[config.mk]
export PLATFORM = sky130hd
export DESIGN_NAME = rr_arb_4
export DESIGN_NICKNAME = d
export VERILOG_FILES = /design/src/rtl/rr_arb_pkg.sv /design/src/rtl/dec_2to4.sv /design/src/rtl/rr_arb_4.sv
export SDC_FILE = /design/constraint.sdc
export NUM_CORES = 1
export LEC_CHECK = 0
export CORE_AREA = 2 2 39 41
export DETAILED_ROUTE_END_ITERATION = 6
export DIE_AREA = 0 0 41 43
export GPL_TIMING_DRIVEN = 0
export PLACE_DENSITY = 0.71
export SYNTH_ARGS = -nofsm -noshare
export SYNTH_HDL_FRONTEND = slang
export SYNTH_SLANG_ARGS = --single-unit
[constraint.sdc]
create_clock -name clk -period 2.89 [get_ports clk]
set_clock_uncertainty 0.2 [all_clocks]
set_input_delay 0.578 -clock clk [delete_from_list [all_inputs] [get_ports clk]]
set_output_delay 0.578 -clock clk [all_outputs]
set_load 0.02 [all_outputs]
[src/rtl/rr_arb_pkg.sv]
// Shared types and helpers for the four-requester round-robin arbiter.
// Provides the state encoding and the rotating-priority winner search.
package rr_arb_pkg;

    localparam int NUM_REQ = 4;
    localparam int IDX_W   = 2;

    typedef enum logic {
        IDLE  = 1'b0,
        GRANT = 1'b1
    } rr_state_t;

    typedef struct packed {
        logic             found;
        logic [IDX_W-1:0] idx;
    } rr_win_t;

    // Scan from the highest offset down so the lowest offset from start wins.
    function automatic rr_win_t next_winner(input logic [NUM_REQ-1:0] req,
                                            input logic [IDX_W-1:0]   start,
                                            input logic [NUM_REQ-1:0] excl);
        rr_win_t          w;
        logic [IDX_W-1:0] cand;
        w = '0;
        for (int i = NUM_REQ - 1; i >= 0; i--) begin
            cand = start + IDX_W'(i);
            if (req[cand] && !excl[cand]) begin
                w.found = 1'b1;
                w.idx   = cand;
            end
        end
        return w;
    endfunction

endpackage

[src/rtl/dec_2to4.sv]
// Plain 2-to-4 one-hot decoder.
// Output bit s is set, all others clear.
module dec_2to4 (
    input  logic [1:0] s,
    output logic [3:0] y
);

    assign y = 4'b0001 << s;

endmodule

[src/rtl/rr_arb_4.sv]
// Four-requester round-robin arbiter with one-hot grant and no-bubble handoff.
// Define RR_ARB_TIMEOUT_EN to build the hold counter and forced handoff after HOLD_MAX cycles.
module rr_arb_4
    import rr_arb_pkg::*;
#(
    parameter int HOLD_MAX = 8
) (
    input  logic               clk,
    input  logic               rst,
    input  logic [NUM_REQ-1:0] req,
    output logic [NUM_REQ-1:0] gnt,
    output logic [IDX_W-1:0]   gnt_idx,
    output logic               gnt_vld
);

    rr_state_t          state_q, state_d;
    logic [IDX_W-1:0]   gnt_idx_q, gnt_idx_d;
    logic [IDX_W-1:0]   ptr_q, ptr_d;
    logic [NUM_REQ-1:0] own_mask;
    logic [NUM_REQ-1:0] dec_y;
    logic               release_k;
    logic               handoff;
    rr_win_t            win;

`ifdef RR_ARB_TIMEOUT_EN
    localparam int CNT_W = $clog2(HOLD_MAX + 1);
    logic [CNT_W-1:0] cnt_q, cnt_d;
`else
    logic [31:0] unused_hold_max;
    assign unused_hold_max = 32'(HOLD_MAX);
`endif

    always_comb begin
        state_d   = state_q;
        gnt_idx_d = gnt_idx_q;
        ptr_d     = ptr_q;
`ifdef RR_ARB_TIMEOUT_EN
        cnt_d     = cnt_q;
`endif
        own_mask  = NUM_REQ'(1) << gnt_idx_q;
        release_k = !req[gnt_idx_q];
        handoff   = release_k;

        // While granted, the owner is excluded so it can never re-win on its own handoff.
        if (state_q == IDLE) begin
            win = next_winner(req, ptr_q, '0);
        end else begin
            win = next_winner(req, gnt_idx_q + IDX_W'(1), own_mask);
        end

`ifdef RR_ARB_TIMEOUT_EN
        if (state_q == GRANT && !release_k && win.found &&
            cnt_q >= CNT_W'(HOLD_MAX - 1)) begin
            handoff = 1'b1;
        end
`endif

        case (state_q)
            IDLE: begin
                if (win.found) begin
                    gnt_idx_d = win.idx;
                    state_d   = GRANT;
`ifdef RR_ARB_TIMEOUT_EN
                    cnt_d     = '0;
`endif
                end
            end
            GRANT: begin
                if (handoff) begin
                    ptr_d = gnt_idx_q + IDX_W'(1);
                    if (win.found) begin
                        gnt_idx_d = win.idx;
`ifdef RR_ARB_TIMEOUT_EN
                        cnt_d     = '0;
`endif
                    end else begin
                        state_d = IDLE;
                    end
                end else begin
`ifdef RR_ARB_TIMEOUT_EN
                    if (cnt_q != CNT_W'(HOLD_MAX)) begin
                        cnt_d = cnt_q + CNT_W'(1);
                    end
`endif
                end
            end
            default: state_d = IDLE;
        endcase
    end

    always_ff @(posedge clk) begin
        if (rst) begin
            state_q   <= IDLE;
            gnt_idx_q <= '0;
            ptr_q     <= '0;
`ifdef RR_ARB_TIMEOUT_EN
            cnt_q     <= '0;
`endif
        end else begin
            state_q   <= state_d;
            gnt_idx_q <= gnt_idx_d;
            ptr_q     <= ptr_d;
`ifdef RR_ARB_TIMEOUT_EN
            cnt_q     <= cnt_d;
`endif
        end
    end

    dec_2to4 u_dec (
        .s (gnt_idx_q),
        .y (dec_y)
    );

    assign gnt_vld = (state_q == GRANT);
    assign gnt_idx = gnt_idx_q;
    assign gnt     = dec_y & {NUM_REQ{gnt_vld}};

endmodule

==> flow_summary.toml, run 1 <==
[route]
vias = 647
viasPerCell = 5.94
drt.antenna.violating_nets = 0
routed_wl_um = 1530
drtIter0Drc = 17
wire_per_inst_um = 14.0
drc = 0
firstDrtPassIters = 4

[die]
die_y_um = 43
start_util_pct = 42.1
die_area_mm2 = 0.00176
ios = 13
core_area_mm2 = 0.00138
std_cell_rows = 14
fp.dieW_um = 41

[place]
dp_hpwl_um = 1160
globalplace.congestion = 0.786
dp.cells = 105
io_buffers = 12

[cells_and_area]
mostFrequentLayoutCells = "clkdlybuf4s50_1 (12), nand2b_1 (9), nor2_1 (8), a21oi_1 (6)"
nets = 104
final_common_cell = "clkdlybuf4s50_1"
drive_gt1_share_pct = 8.60
fillers = 157
insertedDiodeCount = 0
final_cells = 109
synthToLayoutAreaGrowth_pct = 29.0

[logic_synthesis]
synth_compound_area_share_pct = 30.7
seq_area_frac_synth_pct = 17.2
synth_cells = 77
synth_top_family_by_area = "simple AND/OR/NAND/NOR gates"
synth_nets = 87
synth_area_um2 = 583
yosys_warnings = 0
synth-adder-area-share_pct = 8.58
synthSimpleGateAreaFrac_pct = 33.3
synth.area.mux_share_pct = 5.58
synth-xor-area-share_pct = 0
ys_types = 33
syn_area_per_cell_um2 = 7.57
synth-seq-cells = 5

[power_and_ir_drop]
ir_worst_vdd_mv = 0.220
leakagePower_nw = 0.294
power.density_mw_per_mm2 = 577

[critical_path]
crit_family = "buffers and inverters"
crit_arrival_ps = 1920
worstSetupPathType = "reg2out"
worstPathRequired_ps = 2110
start_kind = "register"
slowest_delay_ps = 530
cp-end-kind = "output port"
critPathBufInv = 3
cpMaxStageDelayCell = "clkdlybuf4s50_1"
worstPathCellList = "clkbuf_4 > inv_1 > ha_1 > and2_1 > clkdlybuf4s50_1"
cp_max_fo = 10

[clock_network]
h-tree-depth = 1
cts_buffer_depth = 2
root_buffer = "clkbuf_4"
cts_sinks = 5
clk_pin_slew_ps = 40
cts_made_buffers = 3
cts_tree = "built"
cts_setup_buffers = 0
insertion_delay_ps = 230

[min_path]
hp-class = "reg2reg"

[timing]
final.setup.tns_ps = 0
rsz0062_at_grt = "false"
finalMaxSlewViolations = 0
relSlewSlack_pct = 52.4
fin_crit_sh_pct = 93.4
finalHoldViolCount = 0
max_freq_ghz = 0.370
setup_viol = 0
period_minus_slack_ps = 2700
tightestPinTransition_ps = 704

[global_route]
overflow = 0
grt_pass1_vias = 571
track_usage_pct = 20.9
antenna_found_initial = 0
grt_pass1_wl_um = 2490
grt_max_degree = 11

[flow_run]
cap_viol_max_count = 0

[outcome]
status = "finished, final reports clean"
[layout make-up]
class	instances	area, um2	share of cell area [%]
Buffer	3	15.0	2.00
Tap cell	16	20.0	2.66
Sequential cell	5	100	13.3
Inverter	4	15.0	2.00
Multi-Input combinational cell	65	455	60.6
Timing Repair Buffer	12	120	16.0
Clock buffer	4	26.3	3.49
[Yosys cell counts]
library cell	count	area, um2
nand2b_1	9	56.3
nor2_1	8	30.0
a21oi_1	6	30.0
dfxtp_1	5	100
o21ai_0	5	25.0
and2_1	4	25.0
ha_1	4	50.1
inv_1	4	15.0
a21boi_0	2	15.0
clkbuf_1	2	7.51
nand2_1	2	7.51
nand3_1	2	10.0
nand4_1	2	12.5
nor3_1	2	10.0
o31ai_1	2	15.0
a2111oi_2	1	15.0
a211o_1	1	8.76
a21oi_4	1	16.3
a311oi_1	1	8.76
a41o_1	1	10.0
and2b_1	1	7.51
buf_2	1	5.00
mux2i_1	1	10.0
mux4_2	1	22.5
nand3b_1	1	7.51
nor2_2	1	6.26
nor2b_1	1	6.26
nor4b_1	1	8.76
o2111ai_1	1	8.76
o211ai_1	1	7.51
o311a_1	1	10.0
o41ai_1	1	8.76
or3_1	1	6.26
[metal layers]
metal	track usage (%)	part of all wire, %	vias to the layer above
met4	12.0	0.59	0
met1	26.4	45	317
li1	-	-	316
met2	32.8	51	12
met5	0	0	-
met3	1.57	3.0	2
[cells by family (layout without fill, tap and decap cells)]
family	after synthesis	count (layout)
compound gates	24	24
fa+ha+maj	4	4
buf+inv	7	23
flops	5	5
mux	2	2
simple gates	35	35
[report_power, final]
group | leakage, nW | internal (mW) | total [mW] | switching (mW)
combinational | 0.237 | 0.114 | 0.258 | 0.143
clock | 0.0150 | 0.0520 | 0.0777 | 0.0257
sequential | 0.0414 | 0.0819 | 0.0987 | 0.0168
total | 0.294 | 0.248 | 0.434 | 0.186
[sequential cells by signal, summed over array words and instances, names as in the netlist]
| signal | count |
|---|---|
| gnt_idx | 2 |
| gnt_vld | 1 |
| ptr_q | 2 |
[per-stage QoR]
stage	util (%)	area (um2)	total power [mW]	setup WS [ps]	hold slack, ps
floorplan	-	583	0.274	382	276
global placement	52.3	723	0.348	95.6	312
detailed placement	52.3	723	0.353	64.8	324
CTS	54.2	749	0.436	142	334
global route	54.3	752	0.471	22.1	398
finish	54.3	752	0.434	190	327
[worst paths after layout]
| check | from | endpoint | slack (ps) | cells past startpoint |
|---|---|---|---|---|
| setup reg to reg | gnt_idx[0]$_SDFFE_PP0P_ | gnt_idx[0]$_SDFFE_PP0P_ | 210 | 9 |
| hold reg to reg | ptr_q[0]$_SDFFE_PP0P_ | ptr_q[0]$_SDFFE_PP0P_ | 330 | 2 |
| setup / recovery | gnt_idx[0]$_SDFFE_PP0P_ | gnt[0] | 190 | 5 |
| hold / removal | ptr_q[0]$_SDFFE_PP0P_ | ptr_q[0]$_SDFFE_PP0P_ | 330 | 2 |
[tightest hold or removal path, delay by kind of cell, from the launching register on]
family | cells | cell delay [ps]
AND/OR/NAND/NOR | 1 | 70
AO/OA/AOI/OAI | 1 | 70
flip-flops | 1 | 350
[what timing repair did]
action / 4_1_cts / 5_1_grt
hold endpoints to repair: 0 / 0
endpoints found under the setup margin: 0 / 1
gates resized for setup: 0 / 1
hold buffers: 0 / 0
(Power assumes the default switching activity.)
==> run 2, diff against run 1 <==
--- a/config.mk
+++ b/config.mk
@@ -5,11 +5,11 @@
 export SDC_FILE = /design/constraint.sdc
 export NUM_CORES = 1
 export LEC_CHECK = 0
-export CORE_AREA = 2 2 39 41
+export CORE_MARGIN = 1.5
+export CORE_UTILIZATION = 43
 export DETAILED_ROUTE_END_ITERATION = 6
-export DIE_AREA = 0 0 41 43
 export GPL_TIMING_DRIVEN = 0
-export PLACE_DENSITY = 0.71
+export PLACE_DENSITY = 0.73
 export SYNTH_ARGS = -nofsm -noshare
 export SYNTH_HDL_FRONTEND = slang
 export SYNTH_SLANG_ARGS = --single-unit
==> constraint.sdc (replaced) <==
create_clock -name clk -period 2.3 [get_ports clk]
set_clock_uncertainty 0.2 [all_clocks]
set_input_delay 0.46 -clock clk [delete_from_list [all_inputs] [get_ports clk]]
set_output_delay 0.46 -clock clk [all_outputs]
set_load 0.02 [all_outputs]
==> flow_summary.toml, run 2 (synthesis results as in run 1) <==
[outcome]
status = "finished, final reports clean"

[place]
io_buffers = 12
dp.cells = 104
dp_hpwl_um = 1060
globalplace.congestion = 0.825
dpl_worst_slack_ps = -380

[global_route]
track_usage_pct = 19.7
grt_max_degree = 11
grt_pass1_vias = 496
grt_pass1_wl_um = 2150
antenna_found_initial = 0
overflow = 0

[power_and_ir_drop]
leakagePower_nw = 0.352
power.density_mw_per_mm2 = 731
ir_worst_vdd_mv = 0.471

[critical_path]
worstSetupStartpoint = "gnt_vld$_SDFF_PP0_"
cp-endpoint = "gnt[3]"
worst_r2r_endpoint = "gnt_idx[0]$_SDFFE_PP0P_"
worstSetupPathType = "reg2out"
cp-end-kind = "output port"
r2r_cells = 8
crit_arrival_ps = 1590
cp_max_fo = 10
regToRegStartpoint = "gnt_idx[0]$_SDFFE_PP0P_"
start_kind = "register"
worstPathRequired_ps = 1640
rrSetupSlack_ps = 80

[cells_and_area]
nets = 105
synthToLayoutAreaGrowth_pct = 42.7
mostFrequentLayoutCells = "nor2_1 (8), nand2b_1 (7), dlygate4sd2_1 (6), a21oi_1 (5), clkdlybuf4s50_1 (5)"
final_common_cell = "nor2_1"
final_cells = 109
insertedDiodeCount = 0
fillers = 118
drive_gt1_share_pct = 25.5

[die]
die_area_mm2 = 0.00159
die_y_um = 39.8
std_cell_rows = 13
start_util_pct = 45.4
core_area_mm2 = 0.00128
fp.dieW_um = 39.8
ios = 13

[route]
firstDrtPassIters = 4
drt.antenna.violating_nets = 0
drtIter0Drc = 20
viasPerCell = 5.84
drc = 0
routed_wl_um = 1440
wire_per_inst_um = 13.2
vias = 637

[clock_network]
cts_hold_buffers = 0
clk_pin_slew_ps = 40
insertion_delay_ps = 230
cts_tree = "built"
cts_buffer_depth = 2
h-tree-depth = 1
root_buffer = "clkbuf_4"
cts_sinks = 5
cts_made_buffers = 3

[flow_run]
cap_viol_max_count = 0

[timing]
rsz0062_at_grt = "true"
period_minus_slack_ps = 2250
fin_crit_sh_pct = 98.0
setup_viol = 0
finalHoldViolCount = 0
max_freq_ghz = 0.444
tightestPinTransition_ps = 657
relSlewSlack_pct = 55.6
fin_ws_ps = 46.9
finalMaxSlewViolations = 0

[min_path]
hp-class = "reg2reg"
## run 2: cell types whose count changed in the layout (fill, tap and decap cells not counted), sizes merged
cell / delta
clkdlybuf4s50: -7
dlygate4sd2: +6
dlymetal6s2s: +1
clkinvlp: +1
buf: +3
inv: -1
clkbuf: -2
## run 2: layout make-up
class	count	area, um2	area share, %
multi-input combinational	65	510	61.4
tap	15	18.8	2.26
inverter	4	18.8	2.26
clock buffer	4	26.3	3.16
timing repair buffer	14	130	15.6
sequential	5	105	12.6
buffer	2	22.5	2.71
## run 2: timing repair
item | in CTS | in global routing
buffers inserted | 2 | 0
endpoints found under the setup margin | 6 | 3
pin swaps | 0 | 2
gates resized for setup | 14 | 13
## run 2: power breakdown
group	internal, mW	switching [mW]	total, mW
clock	0.0651	0.0278	0.0929
sequential	0.106	0.0229	0.129
combinational	0.183	0.203	0.386
total	0.355	0.254	0.609
## run 2: layer usage
layer | GRT usage (%) | vias up | share of wire (%) | wire length (um)
met5 | 0 | - | 0 | 0
met4 | 7.76 | 0 | 0.90 | 13
met3 | 1.14 | 2 | 8.2 | 118
met2 | 28.7 | 33 | 47 | 674
met1 | 29.5 | 281 | 44 | 635
li1 | - | 321 | - | -
## run 2: how the worst min path moves through the flow
stage,from,endpoint,slack [ps],depth (start not counted)
after CTS,ptr_q[0]$_SDFFE_PP0P_,ptr_q[0]$_SDFFE_PP0P_,330,2
after floorplan,ptr_q[0]$_SDFFE_PP0P_,ptr_q[0]$_SDFFE_PP0P_,280,2
after global placement,ptr_q[0]$_SDFFE_PP0P_,ptr_q[0]$_SDFFE_PP0P_,320,2
after global routing,ptr_q[0]$_SDFFE_PP0P_,ptr_q[0]$_SDFFE_PP0P_,370,2
after detailed placement,ptr_q[0]$_SDFFE_PP0P_,ptr_q[0]$_SDFFE_PP0P_,320,2
final,ptr_q[0]$_SDFFE_PP0P_,ptr_q[0]$_SDFFE_PP0P_,330,2
## run 2: worst max-delay path, cell delays in order, from the launching register on
cell and delay [ps]:
dfxtp_1 390, clkbuf_4 240, and2_1 130, clkdlybuf4s50_1 590
## run 2: stage by stage
step / TNS [ps] / cell area, um2 / power [mW] / hold slack (ps) / utilization, %
6_report: 0 / 832 / 0.609 / 331 / 64.8
5_1_grt: -11.9 / 832 / 0.656 / 367 / 64.8
4_1_cts: 0 / 787 / 0.572 / 327 / 61.2
3_5_place_dp: -653 / 732 / 0.449 / 317 / 57.0
3_3_place_gp: -654 / 732 / 0.445 / 317 / 57.0
2_1_floorplan: 0 / 593 / 0.354 / 276 / -
==> run 3, diff against run 2 <==
--- a/config.mk
+++ b/config.mk
@@ -7,6 +7,7 @@
 export LEC_CHECK = 0
 export CORE_MARGIN = 1.5
 export CORE_UTILIZATION = 43
+export CTS_CLUSTER_SIZE = 12
 export DETAILED_ROUTE_END_ITERATION = 6
 export GPL_TIMING_DRIVEN = 0
 export PLACE_DENSITY = 0.73
==> results of run 3 <==
The final DEF is identical to that of run 2; final timing and power are the same.
